`src/rtl/ee201_pb_debouncer.sv`:
```
// -----------------------------------------------------------------------------
// ee201_pb_debouncer
//
// Push-button conditioner that follows ee201_clk_60Hz. The divider's Clk60
// level is sampled as data in the Clk domain. Each Clk60 rising edge is one
// debounce "tick". A raw button must be stable for N_DEBOUNCE ticks to be
// accepted or released. Once accepted, holding the button produces
// auto-repeat enables.
//
// Parameters:
//   N_DEBOUNCE - ticks of stable input needed to accept a press or release
//   N_HOLD     - ticks of hold after acceptance before auto-repeat begins
//   N_REPEAT   - ticks between auto-repeat pulses
//   CNT_WIDTH  - width of the tick counter (each N_* must be 1..2^CNT_WIDTH)
//
// Ports:
//   Clk   (in)  system clock, all state on the rising edge
//   Reset (in)  asynchronous, active-low reset
//   Clk60 (in)  60 Hz level from ee201_clk_60Hz (same Clk domain)
//   PB    (in)  raw, asynchronous, active-high push button
//   DPB   (out) debounced button level
//   SCEN  (out) one Clk pulse per accepted press
//   MCEN  (out) one Clk pulse on press and on every auto-repeat
//   CCEN  (out) high every Clk while the button is held (HOLD or REPEAT)
// -----------------------------------------------------------------------------
module ee201_pb_debouncer #(
    parameter int N_DEBOUNCE = 3,
    parameter int N_HOLD     = 60,
    parameter int N_REPEAT   = 6,
    parameter int CNT_WIDTH  = 8
) (
    input  logic Clk,
    input  logic Reset,
    input  logic Clk60,
    input  logic PB,
    output logic DPB,
    output logic SCEN,
    output logic MCEN,
    output logic CCEN
);

    // Terminal counts. The counter compares against N-1, so a value of
    // 2^CNT_WIDTH still fits in CNT_WIDTH bits.
    localparam logic [CNT_WIDTH-1:0] DEB_LAST  = CNT_WIDTH'(N_DEBOUNCE - 1);
    localparam logic [CNT_WIDTH-1:0] HOLD_LAST = CNT_WIDTH'(N_HOLD - 1);
    localparam logic [CNT_WIDTH-1:0] REP_LAST  = CNT_WIDTH'(N_REPEAT - 1);
    localparam logic [CNT_WIDTH-1:0] CNT_ONE   = CNT_WIDTH'(1);

    typedef enum logic [2:0] {
        IDLE        = 3'd0,
        DEB_PRESS   = 3'd1,
        HOLD        = 3'd2,
        REPEAT      = 3'd3,
        DEB_RELEASE = 3'd4
    } state_t;

    state_t                 state_reg;
    logic [CNT_WIDTH-1:0]   cnt_reg;
    logic                   pb_meta_reg;
    logic                   pb_s_reg;
    logic                   clk60_d_reg;
    logic                   dpb_reg;
    logic                   scen_reg;
    logic                   mcen_reg;
    logic                   ccen_reg;
    logic                   tick;

    // Two-flop synchronizer for the raw button. Clk60 is already in the Clk
    // domain, so it only needs the one delay flop used for edge detection.
    always_ff @(posedge Clk or negedge Reset) begin
        if (!Reset) begin
            pb_meta_reg <= 1'b0;
            pb_s_reg    <= 1'b0;
            clk60_d_reg <= 1'b0;
        end else begin
            pb_meta_reg <= PB;
            pb_s_reg    <= pb_meta_reg;
            clk60_d_reg <= Clk60;
        end
    end

    // One tick per Clk60 rising edge. A Clk60 level stuck high yields no
    // further ticks.
    assign tick = Clk60 & ~clk60_d_reg;

    // Debounce / auto-repeat FSM. Outputs are registered alongside the state.
    // DPB and CCEN are updated on each transition into their target state.
    // SCEN and MCEN default low, so each one is a single-cycle pulse in the
    // first cycle of the destination state. Ticks are at least two Clk apart,
    // so two pulses can never be adjacent. In every state the pb_s check comes
    // before the tick check, so an input change wins over a coincident
    // terminal tick and no pulse is emitted.
    always_ff @(posedge Clk or negedge Reset) begin
        if (!Reset) begin
            state_reg <= IDLE;
            cnt_reg   <= '0;
            dpb_reg   <= 1'b0;
            scen_reg  <= 1'b0;
            mcen_reg  <= 1'b0;
            ccen_reg  <= 1'b0;
        end else begin
            scen_reg <= 1'b0;
            mcen_reg <= 1'b0;
            case (state_reg)
                IDLE: begin
                    if (pb_s_reg) begin
                        state_reg <= DEB_PRESS;
                        cnt_reg   <= '0;
                    end
                end

                DEB_PRESS: begin
                    if (!pb_s_reg) begin
                        state_reg <= IDLE;
                        cnt_reg   <= '0;
                    end else if (tick) begin
                        if (cnt_reg == DEB_LAST) begin
                            state_reg <= HOLD;
                            cnt_reg   <= '0;
                            dpb_reg   <= 1'b1;
                            ccen_reg  <= 1'b1;
                            scen_reg  <= 1'b1;
                            mcen_reg  <= 1'b1;
                        end else begin
                            cnt_reg <= cnt_reg + CNT_ONE;
                        end
                    end
                end

                HOLD: begin
                    if (!pb_s_reg) begin
                        state_reg <= DEB_RELEASE;
                        cnt_reg   <= '0;
                        ccen_reg  <= 1'b0;
                    end else if (tick) begin
                        if (cnt_reg == HOLD_LAST) begin
                            state_reg <= REPEAT;
                            cnt_reg   <= '0;
                            mcen_reg  <= 1'b1;
                        end else begin
                            cnt_reg <= cnt_reg + CNT_ONE;
                        end
                    end
                end

                REPEAT: begin
                    if (!pb_s_reg) begin
                        state_reg <= DEB_RELEASE;
                        cnt_reg   <= '0;
                        ccen_reg  <= 1'b0;
                    end else if (tick) begin
                        // Staying in REPEAT: the period restarts from zero.
                        if (cnt_reg == REP_LAST) begin
                            cnt_reg  <= '0;
                            mcen_reg <= 1'b1;
                        end else begin
                            cnt_reg <= cnt_reg + CNT_ONE;
                        end
                    end
                end

                DEB_RELEASE: begin
                    // A bounce back to 1 is the same press continuing. Return
                    // to HOLD quietly, with a fresh hold count.
                    if (pb_s_reg) begin
                        state_reg <= HOLD;
                        cnt_reg   <= '0;
                        ccen_reg  <= 1'b1;
                    end else if (tick) begin
                        if (cnt_reg == DEB_LAST) begin
                            state_reg <= IDLE;
                            cnt_reg   <= '0;
                            dpb_reg   <= 1'b0;
                        end else begin
                            cnt_reg <= cnt_reg + CNT_ONE;
                        end
                    end
                end

                default: begin
                    state_reg <= IDLE;
                    cnt_reg   <= '0;
                    dpb_reg   <= 1'b0;
                    ccen_reg  <= 1'b0;
                end
            endcase
        end
    end

    assign DPB  = dpb_reg;
    assign SCEN = scen_reg;
    assign MCEN = mcen_reg;
    assign CCEN = ccen_reg;

endmodule

```
`config.mk`:
```
export PLATFORM = sky130hd
export DESIGN_NAME = ee201_pb_debouncer
export DESIGN_NICKNAME = d
export VERILOG_FILES = /design/src/rtl/ee201_pb_debouncer.sv
export SDC_FILE = /design/constraint.sdc
export NUM_CORES = 1
export LEC_CHECK = 0
export ABC_AREA = 0
export ABC_CLOCK_PERIOD_IN_PS = 2300
export BUFFER_PORTS_ARGS = -buffer_cell sky130_fd_sc_hd__clkbuf_2
export CORE_UTILIZATION = 40
export DETAILED_ROUTE_END_ITERATION = 7
export PLACE_DENSITY = 0.53
export SYNTH_ARGS = -nofsm -noshare
export SYNTH_HDL_FRONTEND = slang
export SYNTH_SLANG_ARGS = --single-unit
```
`constraint.sdc`:
```
create_clock -name Clk -period 2.3 [get_ports Clk]
set_clock_uncertainty 0.2 [all_clocks]
set_input_delay 0.115 -clock Clk [delete_from_list [all_inputs] [get_ports Clk]]
set_output_delay 0.115 -clock Clk [all_outputs]
set_load 0.01 [all_outputs]
```
==> results of run 1 <==
metal layers:
layer  vias to the layer above  share of wire
met5                         -              0
met4                         0          0.013
met3                         4          0.035
met2                        21           0.44
met1                       492           0.51
li1                        522              -
critical path, delay by kind of cell (launching register included):
kind	cells	cell delay [ps]
AO/OA/AOI/OAI	1	190
adder cells (fa/ha/maj)	1	130
AND/OR/NAND/NOR	4	950
buffers and inverters	1	80
flip-flops	1	450
cells by family after synthesis:
logic type,after synthesis
fa+ha+maj,3
simple gates,60
xor+xnor,1
buf+inv,12
flops,18
compound gates,38
final cells by class:
| cell class | instances | area (µm²) | area share |
|---|---|---|---|
| multi-input cells | 102 | 662 | 0.503 |
| flip-flops and latches | 18 | 450 | 0.342 |
| repair buffers | 17 | 118 | 0.0894 |
| well taps | 31 | 38.8 | 0.0295 |
| clock buffers | 4 | 36.3 | 0.0276 |
| inverters | 3 | 11.3 | 0.00856 |
cells in the mapped netlist (2+ instances only):
| cell type | instances |
|---|---|
| sky130_fd_sc_hd__dfrtp_1 | 18 |
| sky130_fd_sc_hd__nor2_1 | 13 |
| sky130_fd_sc_hd__nand2_1 | 9 |
| sky130_fd_sc_hd__o21ai_0 | 8 |
| sky130_fd_sc_hd__a21oi_1 | 7 |
| sky130_fd_sc_hd__nor3_1 | 7 |
| sky130_fd_sc_hd__o211ai_1 | 6 |
| sky130_fd_sc_hd__a31oi_1 | 4 |
| sky130_fd_sc_hd__and3_1 | 4 |
| sky130_fd_sc_hd__nand3_1 | 4 |
| sky130_fd_sc_hd__nor2b_1 | 4 |
| sky130_fd_sc_hd__clkbuf_1 | 3 |
| sky130_fd_sc_hd__ha_1 | 3 |
| sky130_fd_sc_hd__inv_1 | 3 |
| sky130_fd_sc_hd__nand4_1 | 3 |
| sky130_fd_sc_hd__and4bb_2 | 2 |
| sky130_fd_sc_hd__clkbuf_8 | 2 |
| sky130_fd_sc_hd__nand2b_1 | 2 |
| sky130_fd_sc_hd__nand3b_1 | 2 |
| sky130_fd_sc_hd__o21a_1 | 2 |
| sky130_fd_sc_hd__or3_4 | 2 |
layout by cell type (no fill, tap or decap), drive strengths merged, types with 4 or more instances in the layout:
master / n
nand3: 4
nand2: 9
o211ai: 6
a31oi: 4
dfrtp: 18
and3: 5
nor2: 13
clkbuf: 11
o21ai: 9
nor3: 8
nor2b: 4
buf: 7
a21oi: 7
where the power goes:
group	internal (mW)	switching, mW
logic	0.162	0.226
clock network	0.0966	0.111
registers	0.355	0.0839
through the flow:
| stage | hold WS (ps) | setup WS, ps | area (µm²) | cells | util |
|---|---|---|---|---|---|
| 6_report | 80.8 | 171 | 1320 | 175 | 0.469 |
| 2_1_floorplan | -381 | 304 | 1210 | 132 | - |
| 5_1_grt | 115 | 5.92 | 1320 | 175 | 0.469 |
| 4_1_cts | 95.5 | 104 | 1310 | 175 | 0.467 |
| 3_5_place_dp | -108 | 131 | 1240 | 168 | 0.444 |
| 3_3_place_gp | -116 | 187 | 1240 | 168 | 0.444 |
what timing repair did:
item                                    4_1_cts  5_1_grt
endpoints found under the hold margin        20        0
hold buffers                                  3        0
endpoints found under the setup margin        0        3
resized for setup                             0        2
worst min-delay path by stage:
stage	end	depth (start not counted)
after floorplan	CCEN$_DFFE_PN0P_	0
after global placement	DPB$_DFFE_PN0P_	1
after detailed placement	DPB$_DFFE_PN0P_	1
after global routing	DPB$_DFFE_PN0P_	2
final	cnt_reg[3]$_DFFE_PN0P_	2
after CTS	DPB$_DFFE_PN0P_	2
==> results summary, run 1 <==
The first routing iteration left 30 violations. The number of enable-type register cells in the synthesized netlist is 0. The library cell with the largest summed area after synthesis is sky130_fd_sc_hd__dfrtp_1.

The area share of xor/xnor cells in the synthesized design came out at 0.00722. The clock passes through at most 2 buffers. The setup TNS is 0 ps. By area the synthesized netlist is led by sky130_fd_sc_hd__dfrtp_1 (37%), sky130_fd_sc_hd__nor2_1 (4.0%), sky130_fd_sc_hd__o211ai_1 (3.7%). The clock network latency to the later pin of the worst-skew pair came out at around 300 ps. The number of slew-limit violations in the final report came out at 0. The max-capacitance violation count is 0.

The netlist area before placement came out at about 1200 µm². The static power due to leakage came out at about 0.54 nW. During synthesis, Yosys emitted a total of 0 warnings.

For met2 alone, demand over resource in global routing was 0.269. The depth of the CTS H-tree is 1. For this design the ratio of total power to cell area is approximately 800 nW/µm². The worst register-to-register path begins at cnt_reg[0]$_DFFE_PN0P_. The row count came out at 19. The worst-case vdd ir drop is approximately 0.46 mV. The endpoint identified for the worst register-to-register timing path is cnt_reg[7]$_DFFE_PN0P_. The run finished with clean final reports. Entering global routing, the biggest net connects 19 pins.

The minimum clock period after layout is about 2100 ps. Measured against the total synthesized area, the mux share comes to 0. The post-synthesis compound-gate area fraction is 0.210. The highest achievable clock rate came out at 470 MHz. For met3 alone, demand over resource in global routing was 0.0204. The total die area is between 3000 and 4000 µm². The layout overhead on the synthesized area is 8.45%. The number of unique standard cell types used by synthesis is 45. The critical path capture point is cnt_reg[7]$_DFFE_PN0P_. The slack of the worst reg-to-reg path is roughly 170 ps. The number of flip-flops in the largest register came out at 8. The transition time at the pin with the least slew margin is ~500 ps.

The portion of synthesized cell area occupied by the leading cell type came out at 0.371. The clock slew at the register clock pins of the worst setup and hold paths came out at around 120 ps. The synthesized netlist net count is 139. Traced cell by cell, the critical path runs through inv_1, ha_1, or4b_4, nor3_2, o211ai_1, nor2_1, nor4_1. The number of antenna diodes in the final layout is 0. The largest fanout on the critical path is 7. The area share of and/or/nand/nor cells after synthesis is 0.293. The data required time of the critical path came out at between 2000 and 2500 ps. The gate count of the mapped netlist is between 100 and 150. The chip width came out at 57.1 µm.

After layout, the design draws a total of 1.04 mW. TritonCTS built the clock tree. The worst-case headroom to the max-slew limit came out at 0.668. The share of the Yosys chip area taken by registers is 0.371. The number of antenna violations at the first check in global routing came out at 0. Setup repair after global routing left no endpoint under its margin. The core area came out at approximately 2800 µm².

The via count of the first global-routing pass was approximately 960. The first global-routing pass estimated 4340 µm of wire. Among all stages on the critical path, the largest delay is contributed by sky130_fd_sc_hd__or4b_4. The die boundary height came out at roughly 57 µm.

The cell sitting at the root of the clock tree is a sky130_fd_sc_hd__clkbuf_4. The total congestion overflow after global routing came out at 0. The number of primary I/O pins came out at 8.

The setup-violating endpoint count in the final report is 0. Data arrives at the worst endpoint at roughly 2100 ps. The number of hold violations in the final report is 0.

The number of buffers inserted by post-CTS setup repair is 0. The detail route stage leaves a number of antenna-violating nets equal to 0. The portion of the clock cycle consumed by the worst path in the final layout came out at 0.926. The number of buffer cells added on primary ports is 7. The nature of the critical path startpoint is a flip-flop. The number of clock buffers inserted by TritonCTS is 3. For this run, asynchronously set or reset flops after synthesis account for 1.00. The global routing stage identified its most utilized layer as met2. The total track usage came out at 0.172. The mean area per synthesized cell came out at ~9 µm². The overall routed net length came out at around 2600 µm.

The post-synthesis share of cell area spent on full adders, half adders and majority gates came out at 0.0309. In the synthesized netlist the dominant register cell turns out to be sky130_fd_sc_hd__dfrtp_1. The routing usage on met1 is 0.246. The origin of the worst setup path is cnt_reg[0]$_DFFE_PN0P_. The routed layout has roughly 1.0k vias.

The ratio of routed vias to standard cells is 5.94. In this design, the stage delay of the slowest critical-path cell is between 400 and 500 ps. After detailed routing, the average wire length per cell comes to between 10 and 15 µm. The path class of the tightest hold or removal check is input port to asynchronous set/reset pin. The fraction of final layout cells sized beyond drive strength 1 is 0.201.

The main combinational cell family by area after synthesis is simple AND/OR/NAND/NOR gates. The synthesized design contains 18 register bits. The routability congestion estimate from global placement is 0.909. The critical path start-end classification is flip-flop to flip-flop.

The category of the worst setup path capture point is a flip-flop. The worst reg-to-reg path cell count came out at 7. The total iterations of the first detailed-routing run came out at 4.

The total half-perimeter wirelength after legalization and detailed placement is about 1900 µm. For this run, design rule violations remaining after detail routing come to 0. The effective utilization at floorplan came out at 0.433. The final net count is around 150. The CTS sink count came out at 18.

The filler cells instantiated in the layout total around 270.
Note: power is estimated with default switching activity, not from simulation.
==> run 2, diff against run 1 <==
ABC_CLOCK_PERIOD_IN_PS = 2700   (was 2300)
GPL_ROUTABILITY_DRIVEN = 0   (was unset)
SLEW_MARGIN = 20   (was unset)
clock period = 2.7 ns   (was 2.3 ns; I/O delays follow)
==> run 2 against run 1 <==
  * Routed wire length rose by 1.4%
  * Flip-flop and latch count did not move
  * Non-clock buffer count fell by 6
  * Via count fell by 2.2%
  * Critical path depth did not move
  * Sequential power fell by 13%
  * Total power fell by 19%
  * Register-to-register slack improved by 310 ps
  * Highest routed layer unchanged
==> results summary, run 2 (same netlist as run 1, synthesis figures left out) <==
The run finished with clean final reports. The wire length of the first global-routing pass came out at 4510 µm. The first-iteration detailed-routing DRC count came out at 34.

The register with the most flip-flops in the layout has 8 of them. The critical path ends at cnt_reg[7]$_DFFE_PN0P_. The worst hold slack is roughly 100 ps. The total track usage came out at 0.179. Derived from the worst setup path, the maximum achievable clock frequency is approximately 450 MHz. The layout overhead on the synthesized area came out at 3.20%. Clock latency on the worst-skew pair, taken at its later pin, is approximately 300 ps. The ratio of routed vias to standard cells is between 6 and 7.

The total die area came out at 3260 µm². The number of buffers inserted by post-CTS setup repair came out at 0. The routed design could run at a clock period as short as between 2000 and 2500 ps. The total half-perimeter wirelength after legalization and detailed placement is approximately 1900 µm.

The most critical setup path has its startpoint at cnt_reg[0]$_DFFE_PN0P_. The final design utilization is 0.446. The slowest stage of the critical path is the sky130_fd_sc_hd__or4b_4 cell. The number of cells on the worst reg-to-reg path is 7. The depth of the CTS H-tree is 1.

The number of cells on the critical path came out at 7. In this run the critical register-to-register path is captured at cnt_reg[7]$_DFFE_PN0P_. TritonCTS built the clock tree. The number of buffer cells added on primary ports came out at 7. The overall routed net length is ~2600 µm. The CTS sink count is 18. Entering global routing, the biggest net connects 19 pins.

The fraction of power consumed by the clock network came out at 0.167. CTS placed an instance of sky130_fd_sc_hd__clkbuf_4 at the clock tree root. The post-placement setup slack came out at roughly 530 ps. Clock tree synthesis inserted a total of 3 buffers. The category of the worst setup path capture point is a flip-flop.

The number of primary I/O pins is 8. Once layout is complete, the cells apart from fillers number between 150 and 200. Walking the worst path, the cells encountered are inv_1, ha_1, or4b_4, nor3_1, o211ai_1, nor2_1, nor4_1.

Adding up every negative setup slack in the final design gives 0 ps. The part of the power in combinational logic came out at 0.378. The number of antenna violations at the first check in global routing is 0. Setup repair after global routing left no endpoint under its margin.

The via count of the first global-routing pass came out at between 900 and 1k. The core area is around 2800 µm². The worst path arrival time came out at 2200 ps. The pre-antenna-repair detailed-routing pass consisted of 4 iterations. The total congestion overflow after global routing is 0. The effective utilization at floorplan came out at 0.433. The startpoint of the worst-slack reg-to-reg timing path is cnt_reg[0]$_DFFE_PN0P_.

The final instance area is about 1300 µm². The largest fanout on the critical path came out at 7. The type of the tightest min-delay check is input port to asynchronous set/reset pin. The number of hold violations in the final report is 0.

The category of cells accounting for the largest share of critical-path delay is simple AND/OR/NAND/NOR gates. The number of slew-limit violations in the final report came out at 0. The max-capacitance violation count is 0. The number of fill cells came out at 276.

The critical path's largest stage delay came out at ~480 ps. The share of power burned in registers came out at 0.455. The net switching component of the power came out at 0.358 mW. The final net count is ~150. The number of routed nets with antenna violations is 0. Leaving out fill and tap cells, the most frequent cell in the layout is sky130_fd_sc_hd__dfrtp_1. The worst-case vdd ir drop came out at 0.331 mV.

The die boundary height is approximately 57 µm. The placed instance count is 162. In the final routed layout, each cell accounts on average for approximately 15 µm. The sum of internal, switching and leakage power is roughly 0.84 mW. Power spread over the standard cell area amounts to 674 nW/µm².

The portion of the clock cycle consumed by the worst path in the final layout came out at 0.823. The worst setup margin is 479 ps. The DRC violation count after routing came out at 0. The transition time at the pin with the least slew margin came out at about 510 ps. In the layout the commonest cells are sky130_fd_sc_hd__dfrtp_1 (18), sky130_fd_sc_hd__nor2_1 (13), sky130_fd_sc_hd__nand2_1 (9), sky130_fd_sc_hd__o21ai_0 (8). The net switching fraction of the power came out at 0.424. The worst-case headroom to the max-slew limit is 0.659.

The setup-violating endpoint count in the final report is 0. The buffers plus inverters on the worst setup path came out at 1. The static power due to leakage came out at a little under 0.5 nW. The worst-case clock buffer depth is 2. The number of buffers added to fix hold violations after cts is 3. The floorplan has 19 rows.

The internal power contribution came out at around 0.49 mW. The data required time of the critical path is ~2700 ps. The chip width is between 50 and 60 µm.

The instance area at placement came out at roughly 1200 µm². The critical path start-end classification is flip-flop to flip-flop. The number of diodes is 0. The detailed router placed a little over 1k vias in this run.

The fraction of final layout cells sized beyond drive strength 1 is 0.153. The post-cts repair resize count is 0. The setup check on the worst reg-to-reg path leaves a slack of ~480 ps. Clock-pin slew was measured on the worst setup and hold paths at between 100 and 150 ps. The nature of the critical path startpoint is a flip-flop.
==> run 2: final cells by class <==
cell class / instances / area, µm² / area share
multi-input cells: 102 / 657 / 0.524
well taps: 31 / 38.8 / 0.0310
inverters: 3 / 11.3 / 0.00899
flip-flops and latches: 18 / 450 / 0.360
clock buffers: 3 / 22.5 / 0.0180
repair buffers: 11 / 72.6 / 0.0579
==> run 2: worst min path at each step <==
stage	slack, ps	cells past startpoint	from	to
after CTS	110	2	Reset	DPB$_DFFE_PN0P_
after detailed placement	-90	1	Reset	DPB$_DFFE_PN0P_
after global placement	-100	1	Reset	DPB$_DFFE_PN0P_
after floorplan	-360	0	Reset	CCEN$_DFFE_PN0P_
after global routing	130	2	Reset	CCEN$_DFFE_PN0P_
final	100	2	Reset	DPB$_DFFE_PN0P_
==> run 2: routing by layer <==
metal	part of all wire	track usage	vias to the layer above
li1	-	-	510
met1	0.51	0.259	484
met2	0.44	0.272	20
met3	0.034	0.0476	2
met4	0.0069	0.0314	0
met5	0	0	-
==> run 2: power groups by stage <==
stage,logic (mW),clock network [mW],registers (mW)
after floorplan,0.327,0,0.341
after global placement,0.315,0,0.387
after detailed placement,0.317,0,0.387
after CTS,0.321,0.147,0.381
after global routing,0.360,0.162,0.396
final,0.319,0.141,0.384
